$ cat config.mk
export PLATFORM = sky130hd
export DESIGN_NAME = axi4s_pattern_gen
export DESIGN_NICKNAME = d
export VERILOG_FILES = /design/src/rtl/axi4s_pattern_gen.sv
export SDC_FILE = /design/constraint.sdc
export NUM_CORES = 1
export LEC_CHECK = 0
export ABC_AREA = 1
export CAP_MARGIN = 20
export CORE_ASPECT_RATIO = 1.75
export CORE_MARGIN = 2
export CORE_UTILIZATION = 45
export CTS_BUF_LIST = sky130_fd_sc_hd__clkbuf_4
export DETAILED_ROUTE_END_ITERATION = 7
export PLACE_DENSITY_LB_ADDON = 0.1
export SLEW_MARGIN = 20
export SYNTH_ARGS = -nofsm -noshare
export SYNTH_HDL_FRONTEND = slang
export SYNTH_SLANG_ARGS = --single-unit
$ cat constraint.sdc
create_clock -name aclk -period 3.65 [get_ports aclk]
set_input_delay 0.5475 -clock aclk [delete_from_list [all_inputs] [get_ports aclk]]
set_output_delay 0.5475 -clock aclk [all_outputs]
set_load 0.02 [all_outputs]
$ cat src/rtl/axi4s_pattern_gen.sv
// AXI4-Stream burst pattern generator: emits a commanded number of beats (increment, LFSR,
// constant or rotate-left) under tvalid/tready flow control and pulses o_done at burst end.
module axi4s_pattern_gen #(
    parameter int unsigned AXI4SDATALEN = 32,
    parameter int unsigned CLEN = 16,
    parameter logic [AXI4SDATALEN-1:0] TAPS = 32'h8020_0003
) (
    input  logic                    aclk,
    input  logic                    aresetn,
    input  logic                    i_start,
    input  logic [CLEN-1:0]         i_count,
    input  logic [AXI4SDATALEN-1:0] i_seed,
    input  logic [1:0]              i_mode,
    input  logic                    i_abort,
    output logic                    o_busy,
    output logic                    o_done,
    output logic [CLEN-1:0]         o_beats,
    output logic                    tx_tvalid,
    output logic [AXI4SDATALEN-1:0] tx_tdata,
    input  logic                    tx_tready
);

    localparam int unsigned DLEN = AXI4SDATALEN;

    typedef enum logic [1:0] {StIdle, StRun, StDone} state_e;

    state_e            state_q, state_d;
    logic [DLEN-1:0]   data_q, data_d;
    logic [CLEN-1:0]   count_q, count_d;
    logic [1:0]        mode_q, mode_d;
    logic [CLEN-1:0]   beats_q, beats_d;
    logic              tvalid_q, tvalid_d;
    logic              busy_q, busy_d;
    logic              done_q, done_d;
    logic              handshake;

    function automatic logic [DLEN-1:0] advance(input logic [DLEN-1:0] data,
                                                input logic [1:0] mode);
        logic [DLEN-1:0] nxt;
        nxt = data;
        case (mode)
            2'd0:    nxt = data + DLEN'(1);
            2'd1:    nxt = {data[DLEN-2:0], 1'b0} ^ (data[DLEN-1] ? TAPS : '0);
            2'd2:    nxt = data;
            default: nxt = {data[DLEN-2:0], data[DLEN-1]};
        endcase
        return nxt;
    endfunction

    assign handshake = tvalid_q & tx_tready;

    always_comb begin
        state_d  = state_q;
        data_d   = data_q;
        count_d  = count_q;
        mode_d   = mode_q;
        beats_d  = beats_q;
        tvalid_d = tvalid_q;
        busy_d   = busy_q;
        done_d   = 1'b0;
        case (state_q)
            StIdle: begin
                if (i_start) begin
                    count_d = i_count;
                    mode_d  = i_mode;
                    beats_d = '0;
                    busy_d  = 1'b1;
                    // An all-zero LFSR state would lock up, so substitute 1.
                    data_d  = (i_mode == 2'd1 && i_seed == '0) ? DLEN'(1) : i_seed;
                    if (i_count != '0) begin
                        state_d  = StRun;
                        tvalid_d = 1'b1;
                    end else begin
                        state_d = StDone;
                        done_d  = 1'b1;
                    end
                end
            end
            StRun: begin
                // Abort only takes effect on a handshake so valid is never withdrawn.
                if (handshake) begin
                    beats_d = beats_q + CLEN'(1);
                    data_d  = advance(data_q, mode_q);
                    if (beats_d == count_q || i_abort) begin
                        state_d  = StDone;
                        tvalid_d = 1'b0;
                        done_d   = 1'b1;
                    end
                end
            end
            StDone: begin
                state_d = StIdle;
                busy_d  = 1'b0;
            end
            default: begin
                state_d  = StIdle;
                tvalid_d = 1'b0;
                busy_d   = 1'b0;
            end
        endcase
    end

    always_ff @(posedge aclk or negedge aresetn) begin
        if (!aresetn) begin
            state_q  <= StIdle;
            data_q   <= '0;
            count_q  <= '0;
            mode_q   <= '0;
            beats_q  <= '0;
            tvalid_q <= 1'b0;
            busy_q   <= 1'b0;
            done_q   <= 1'b0;
        end else begin
            state_q  <= state_d;
            data_q   <= data_d;
            count_q  <= count_d;
            mode_q   <= mode_d;
            beats_q  <= beats_d;
            tvalid_q <= tvalid_d;
            busy_q   <= busy_d;
            done_q   <= done_d;
        end
    end

    assign o_busy    = busy_q;
    assign o_done    = done_q;
    assign o_beats   = beats_q;
    assign tx_tvalid = tvalid_q;
    assign tx_tdata  = data_q;

endmodule

Yosys cells after proc, flatten, opt, wreduce, memory -nomap -nowiden
Cells that the tools add are included.
{"block": "op_classes", "n_reduce_logical": 13, "addsub": 2, "eq_ne": 11, "bitwise_logic": 4, "mux": 26}
{"op": "32-bit 2-to-1 mux", "count": 4}
{"op": "32-bit one-hot mux with 3 select lines", "count": 1}
{"op": "32-bit one-hot mux with 2 select lines", "count": 1}
{"op": "32-bit by 1-bit adder with 32-bit output (second input constant)", "count": 1}
{"op": "32-bit logical NOT", "count": 1}
{"op": "16-bit 2-to-1 mux", "count": 2}
{"op": "16-bit one-hot mux with 2 select lines", "count": 1}
{"op": "32-bit bitwise XOR", "count": 1}
{"op": "16-bit by 1-bit adder with 16-bit output (second input constant)", "count": 1}
{"op": "16-bit == test", "count": 1}
{"op": "16-bit nonzero test", "count": 1}
{"op": "2-bit != test (second input constant)", "count": 5}
{"op": "1-bit 2-to-1 mux", "count": 9}
{"op": "2-bit 2-to-1 mux", "count": 4}
{"op": "2-bit by 1-bit == test with 1-bit output (second input constant)", "count": 3}
{"op": "3-bit AND reduction", "count": 2}
{"op": "5-bit AND reduction", "count": 1}
{"op": "2-bit == test (second input constant)", "count": 2}
{"op": "2-bit logical NOT", "count": 2}
{"op": "1-bit one-hot mux with 2 select lines", "count": 2}
{"op": "2-bit one-hot mux with 2 select lines", "count": 1}
{"op": "2-bit AND reduction", "count": 2}
{"op": "4-bit AND reduction", "count": 1}
{"op": "1-bit one-hot mux with 3 select lines", "count": 1}
{"op": "other kinds (5)", "count": 6}
{"block": "totals", "inputBits": 55, "wordCells": 64, "regBits": 71}

Depth between registers and ports, before layout
Gate-level depths: netlist (run 1).
{"block": "depth", "word_depth": 6, "ltp_mapped": 16, "ltp_nobuf": 16}

Worst setup path before layout (run 1)
OpenSTA, ideal clock, no wires.
{"block": "synth_timing", "kind": "register to register", "startpoint": "reg beats_q[0], in the netlist o_beats[0]", "endpoint": "reg tvalid_q, in the netlist tx_tvalid", "setup_slack_ns": 1.701, "period_less_slack_ns": 1.949, "arrival_ns": 1.832, "stages_incl_launch_ff": 15, "cell_sequence": "dfrtp_1 ha_1 nand2_2 nor2_8 nand3_1 nand3_1 nand2_1 nor2_1 nand2_1 nor2_1 nand3_1 nand3_2 nand3_1 nand2_1 nand2_1"}
{"block": "synth_via", "elab_chain_cells": 5}
{"element": "start, declared", "line": "31", "source": "logic [CLEN-1:0] beats_q, beats_d;"}
{"element": "start signal, assigned", "line": "118", "source": "beats_q <= beats_d;"}
{"element": "16-bit by 1-bit adder with 16-bit output", "line": "82", "source": "beats_d = beats_q + CLEN'(1);"}
{"element": "16-bit == test", "line": "84", "source": "if (beats_d == count_q || i_abort) begin"}
{"element": "1-bit logical OR", "line": "84"}
{"element": "2-bit != test (no line)"}
{"element": "5-bit AND reduction (no line)"}
{"element": "end signal, assigned", "line": "119", "source": "tvalid_q <= tvalid_d;"}
{"element": "end, declared", "line": "32", "source": "logic tvalid_q, tvalid_d;"}
No other way between the ends.
A chain may end at the register's enable or synchronous reset.

Worst setup path in the final report (run 1)
{"block": "layout_timing", "startpoint": "reg state_q[0]", "endpoint": "reg data_q[11], in the netlist tx_tdata[11]"}
{"block": "layout_via", "elab_chain_cells": 3, "word_cells_on_any_way": 8}
{"element": "start, declared", "line": "27", "source": "state_e state_q, state_d;"}
{"element": "start signal, assigned", "line": "105", "source": "state_q <= StIdle;"}
{"element": "start signal, assigned", "line": "114", "source": "state_q <= state_d;"}
{"element": "2-bit by 1-bit == test with 1-bit output / 2-bit logical NOT (equally long branches)", "line": "61", "source": "case (state_q)"}
{"element": "2-bit != test (no line) / 2-bit nonzero test (equally long branches)"}
{"element": "4-bit AND reduction (no line)"}
{"element": "end signal, assigned", "line": "115", "source": "data_q <= data_d;"}
{"element": "end, declared", "line": "28", "source": "logic [DLEN-1:0] data_q, data_d;"}
Several ways; a longest one is shown, not always the timed one.

==> results by group, run 1 <==
Route
  • Vias per cell: 5.766
  • DRC Markers: 0
  • Vias after detailed routing: 5507
  • Antenna-violating nets left: 0
  • Post-Route WL: roughly 17000 um
  • Iter 0 DRT Violations: roughly 460
  • Drt wl/cell: 17.57 um
  • 1st-pass router iterations: 6

Pwr
  • Leakage: 2.729 nW
  • Max VDD drop: 0.4378 mV
  • Power Dens Cells: ~810 mW/mm2

Logic synthesis
  • Async set or reset register ratio after synthesis: 1.000
  • Syn_area_per_cell: 6.830 um2
  • Yosys warns: 0
  • Syn_nets: 778
  • Mapped cell area: 0.004925 mm2
  • Synth Instances: 721
  • #FFs+latches synth: 71
  • Yosys cell types: 38
  • Top FF cell, synth: dfrtp_1
  • Number of flops mapped to enable cells by yosys: 0
  • Part of the Yosys area used for sequential elements: 0.3608

Global route
  • Initial antenna violation count: 1
  • All-Layer GR Usage: 0.2889
  • Vias in the first global route: 5619
  • Grt ovf: 0
  • Maximum number of pins on one net before global-route repair: 40
  • First-pass GRT wire length: 27080 um

Worst setup path
  • Critical Path End Type: flop
  • CP Class: flop to flop
  • Crit path arrival time: 2.73 ns
  • Critical Path Fanout Max: 32
  • Worst path required time: 4.00 ns
  • Crit start category: flop

Floorplanning
  • Core area: 0.01070 mm2
  • Initial Util: 0.4604
  • Die height: 142.4 um
  • Die width: a little over 80 um
  • Num rows: 50
  • Die ar.: 0.01183 mm2
  • I/O pin count: 106

CTS
  • Clk slew on worst S/H paths: 0.12 ns
  • CTS Buf Count: 9
  • CTS Hold Buffers Added: 0
  • Clock sink count: a little over 70
  • Clk_lat worst skew: 0.44 ns
  • # H-tree levels: 3
  • CTS tree: done
  • Post-CTS Resized: 0
  • Postcts setup bufs: 0
  • Root Buffer: clkbuf_4
  • CTS Buffer Depth: 2

Timing
  • RSZ-0062 raised after global routing: no
  • Fmax: 419.3 MHz
  • Hold violation total from the final report: 0
  • Final TNS setup: 0 ns
  • Slew Viols, Final: 0
  • Hold_ws: 0.2203 ns
  • Fin crit period: 2.385 ns
  • Final period util: 0.6534
  • Clock skew: around 0.014 ns
  • Worst-margin pin slew: 0.9141 ns
  • Slew margin rel.: 0.3906
  • # setup viols final: 0

Min path
  • HP Class: primary input to asynchronous set/reset pin

Run
  • Max-Cap Viols: 0

Placed design
  • RD Place Congestion: 0.9392
  • Port bufs: 105
  • Dpl hpwl: 12660 um

Cells and area
  • Fraction of layout cells with a size suffix above 1: 0.06311
  • Layout Nets: 878
  • Syn-to-layout area delta: 25.61%
  • Filler Cells Inserted: 1023

Run status
  • Outcome: finished, final reports clean
==> state kept, by name (all words and copies together), names as in the netlist <==
register	count
state_q	2
o_done	1
tx_tdata	32
tx_tvalid	1
count_q	16
mode_q	2
o_beats	16
o_busy	1
==> critical path: stages (launching register included) <==
cell,delay [ns]
dfrtp_1,0.63
inv_1,0.19
nor2_4,0.13
buf_4,0.31
nand2_1,0.11
nand2_1,0.11
nor2_2,0.06
inv_2,0.45
a21oi_1,0.08
a22oi_1,0.16
inv_1,0.05
==> cells in the mapped netlist, types with 6 or more instances <==
cell type / n / share of area
a21oi_1: 47 / 0.048
clkbuf_1: 16 / 0.012
dfrtp_1: 71 / 0.36
inv_1: 83 / 0.063
nand2_1: 186 / 0.14
nand2_2: 6 / 0.0076
nand3_1: 53 / 0.054
nand4_1: 22 / 0.028
nor2_1: 55 / 0.042
nor2_2: 9 / 0.011
nor3_1: 9 / 0.0091
nor4_1: 10 / 0.013
o211ai_1: 15 / 0.023
o21ai_0: 65 / 0.066
o22ai_1: 9 / 0.011
xor2_1: 13 / 0.023
==> kinds of logic after synthesis <==
| family | count (synthesis) | synth area share |
|---|---|---|
| compound gates | 151 | 0.1697 |
| xor+xnor | 16 | 0.02846 |
| fa+ha+maj | 2 | 0.005080 |
| buf+inv | 110 | 0.08663 |
| flops | 71 | 0.3608 |
| simple gates | 371 | 0.3493 |
==> routing by layer <==
metal | global-route usage | routed length (um) | vias to the layer above
met5 | 0 | 0 | -
met4 | 0.2217 | 1209 | 0
met3 | 0.04756 | 888 | 74
met2 | 0.5297 | 9010 | 247
met1 | 0.2865 | 5667 | 2571
li1 | - | - | 2615
==> layout by cell type, fill, tap and decap left out, types with 7 or more instances in the layout <==
| cell | Yosys | layout |
|---|---|---|
| nor2_2 | 9 | 10 |
| o21ai_0 | 65 | 65 |
| o211ai_1 | 15 | 15 |
| nor3_1 | 9 | 9 |
| nand2_1 | 186 | 186 |
| dfrtp_1 | 71 | 71 |
| clkdlybuf4s50_1 | 0 | 104 |
| a21oi_1 | 47 | 47 |
| nand3_1 | 53 | 53 |
| xor2_1 | 13 | 13 |
| o22ai_1 | 9 | 9 |
| buf_4 | 2 | 7 |
| inv_1 | 83 | 83 |
| nand4_1 | 22 | 22 |
| nor4_1 | 10 | 10 |
| nor2_1 | 55 | 54 |
| clkbuf_4 | 0 | 11 |
==> report_power, final <==
part | leakage, nW | switching, mW | internal, mW | total [mW]
sequential | 0.883 | 0.483 | 1.13 | 1.61
combinational | 1.79 | 1.83 | 1.12 | 2.95
clock | 0.0577 | 0.293 | 0.143 | 0.436
total | 2.73 | 2.60 | 2.39 | 5.00
==> metrics by stage <==
stage	setup slack [ns]	utilization	cell area, um2	std cells	total power [mW]
floorplan	1.701	-	4925	721	3.456
global placement	1.339	0.5691	6088	940	4.491
detailed placement	1.296	0.5691	6088	940	4.556
CTS	1.293	0.5780	6183	954	4.992
global route	1.054	0.5782	6186	955	5.416
finish	1.265	0.5782	6186	955	4.996
==> path summary, 6_finish.rpt <==
kind	start	endpoint	slack (ns)	cells after the start
max	state_q[0]	tx_tdata[11]	1.27	10
min	aresetn	tx_tdata[19]	0.22	1
max reg2reg	state_q[0]	tx_tdata[11]	1.27	10
min reg2reg	o_busy	o_busy	0.51	2
max in group asynchronous	aresetn	o_beats[13]	2.55	2
min in group aclk	o_busy	o_busy	0.51	2
==> layout make-up <==
class | count | area [um2] | area share
Clock inverter | 3 | 12.51 | 0.002023
Antenna cell | 1 | 2.502 | 0.0004045
Multi-Input combinational cell | 540 | 2724 | 0.4403
Timing Repair Buffer | 112 | 1099 | 0.1776
Sequential cell | 71 | 1777 | 0.2872
Clock buffer | 11 | 82.58 | 0.01335
Tap cell | 130 | 162.7 | 0.02629
Inverter | 87 | 326.6 | 0.05279
Note: power is estimated with default switching activity, not from simulation.
==> run 2: changes to the inputs <==
==> constraint.sdc (replaced) <==
create_clock -name aclk -period 2.2 [get_ports aclk]
set_input_delay 0.33 -clock aclk [delete_from_list [all_inputs] [get_ports aclk]]
set_output_delay 0.33 -clock aclk [all_outputs]
set_load 0.02 [all_outputs]
==> run 2 against run 1 <==
Register-to-register slack lost 1.1 ns. First-iteration DRC count shrank 14%. Worst setup slack lost 1.1 ns.
==> results by group, run 2 (synthesis results as in run 1) <==
Global route
  • All-Layer GR Usage: 0.2865
  • Initial antenna violation count: 1
  • First-pass GRT wire length: 26950 um
  • Vias in the first global route: 5564
  • Maximum number of pins on one net before global-route repair: between 50 and 60
  • Grt ovf: 0

Worst setup path
  • Slowest cell delay on critical path: 0.42 ns
  • Critical Path End Type: flop
  • Cell Chain, Critical Path: buf_4 -> nand3_2 -> nor2_4 -> nand4_1 -> nor3_2 -> nand4_1 -> nand3_1 -> o211ai_1 -> nand2_1 -> o21ai_0
  • WP buf/inv: 1
  • Crit path arrival time: 2.41 ns
  • CP Class: flop to flop
  • Slowest CP cell: dfrtp_2
  • Critical Path Fanout Max: 4
  • Worst path required time: 2.54 ns
  • Critical Path Most Common Cell: nand4_1
  • Crit path max-delay family: simple AND/OR/NAND/NOR gates
  • Crit path depth: 10
  • Crit start category: flop
  • Worst reg-to-reg path cell count: 10

Timing
  • Fmax: between 400 and 500 MHz
  • Fin crit period: between 2 and 2.5 ns
  • Slew Viols, Final: 0
  • Slew margin rel.: 0.6077
  • Final period util: 0.9400
  • Final TNS setup: 0 ns
  • Hold violation total from the final report: 0
  • Clock skew: 0.02099 ns
  • Hold_ws: 0.3993 ns
  • # setup viols final: 0
  • Worst-margin pin slew: slightly below 0.6 ns
  • RSZ-0062 raised after global routing: no

Floorplanning
  • Num rows: 50
  • I/O pin count: roughly 110
  • Die width: 83.08 um
  • Die height: 142.4 um
  • Die ar.: around 0.012 mm2
  • Core area: 0.01070 mm2
  • Initial Util: 0.4604

CTS
  • CTS Buffer Depth: 2
  • Clk slew on worst S/H paths: 0.14 ns
  • Clock sink count: 71
  • CTS tree: done
  • CTS Buf Count: 9
  • Clk_lat worst skew: 0.45 ns
  • # H-tree levels: 3
  • Root Buffer: clkbuf_4

Cells and area
  • Post-layout utilization of the core: 0.6021
  • Fraction of layout cells with a size suffix above 1: 0.09871
  • Syn-to-layout area delta: 30.79%
  • Max FFs per register: 32
  • Filler Cells Inserted: 1051
  • Commonest non-fill, non-tap cells in the layout: 186 x nand2_1, 104 x clkdlybuf4s50_1, 83 x inv_1
  • Layout Nets: 903
  • Final instance area: 0.006441 mm2
  • Commonest non-fill, non-tap cell in the layout: nand2_1

Route
  • Post-Route WL: 16680 um
  • Vias per cell: 5.716
  • Antenna-violating nets left: 0
  • Vias after detailed routing: ~5600
  • DRC Markers: 0
  • 1st-pass router iterations: 6
  • Drt wl/cell: 16.98 um
  • Iter 0 DRT Violations: 394

Pwr
  • Max VDD drop: 0.7351 mV
  • Power Dens Cells: 1353 mW/mm2
  • Overall Power: 8.716 mW
  • Leakage: 2.877 nW

Run
  • Max-Cap Viols: 0

Placed design
  • RD Place Congestion: about 0.91
  • Dpl hpwl: approximately 13000 um
  • Port bufs: 105
  • Area after DPL: between 0.006 and 0.007 mm2

Run status
  • Outcome: finished, final reports clean

Min path
  • HP Class: primary input to asynchronous set/reset pin
[run 2: cell types whose count changed in the layout (fill, tap and decap cells not counted), sizes merged]
cell         delta
clkinv          +1
bufinv          +1
dlygate4sd3     +1
buf            +24
[run 2: final cells by class]
class                   count  area, um2  area share
multi-input cells         540       2736      0.4248
repair buffers            137       1301      0.2020
clock buffers              11      82.58     0.01282
diodes                      1      2.502   0.0003885
well taps                 130      162.7     0.02525
flip-flops and latches     71       1780      0.2764
clock inverters             5      48.80    0.007576
inverters                  87      326.6     0.05070
[run 2: routing by layer]
layer	up-vias	share of wire	global-route usage	wire length (um)
li1	2673	-	-	-
met1	2635	0.35	0.2966	5866
met2	235	0.53	0.5216	8843
met3	70	0.051	0.04698	846
met4	0	0.067	0.1984	1120
met5	-	0	0	0
[run 2: worst register-to-register path: stages, from the launching register on]
cell and delay [ns]:
dfrtp_2 0.42, buf_4 0.12, nand3_2 0.13, nor2_4 0.17, nand4_1 0.21, nor3_2 0.39
nand4_1 0.14, nand3_1 0.12, o211ai_1 0.09, nand2_1 0.07, o21ai_0 0.08
[run 2: where the power goes]
part	switching [mW]	internal, mW	total, mW
Combinational	3.22	2.06	5.28
Sequential	0.690	1.88	2.57
Clock	0.505	0.364	0.868
Total	4.41	4.30	8.72
[run 2: metrics by stage]
stage          worst slack (ns)  cells
2_1_floorplan            0.2507    721
3_3_place_gp             0.1584    957
3_5_place_dp             0.1071    957
4_1_cts                 0.08497    974
5_1_grt                 0.01090    982
6_report                 0.1320    982
[run 2: timing repair]
item | 4_1_cts | 5_1_grt
endpoints found under the hold margin | 71 | 0
buffers inserted | 0 | 7
resized for setup | 0 | 6
hold buffers | 1 | 0
setup endpoints to repair | 0 | 7
[run 2: final timing paths]
path | from | slack [ns] | endpoint
hold / removal | aresetn | 0.40 | tx_tdata[25]
max in group asynchronous | aresetn | 1.48 | o_beats[2]
setup / recovery | tx_tdata[0] | 0.13 | tx_tdata[31]
min in group aclk | i_count[1] | 0.47 | count_q[1]
setup reg to reg | tx_tdata[0] | 0.13 | tx_tdata[31]
hold reg to reg | o_busy | 0.50 | o_busy
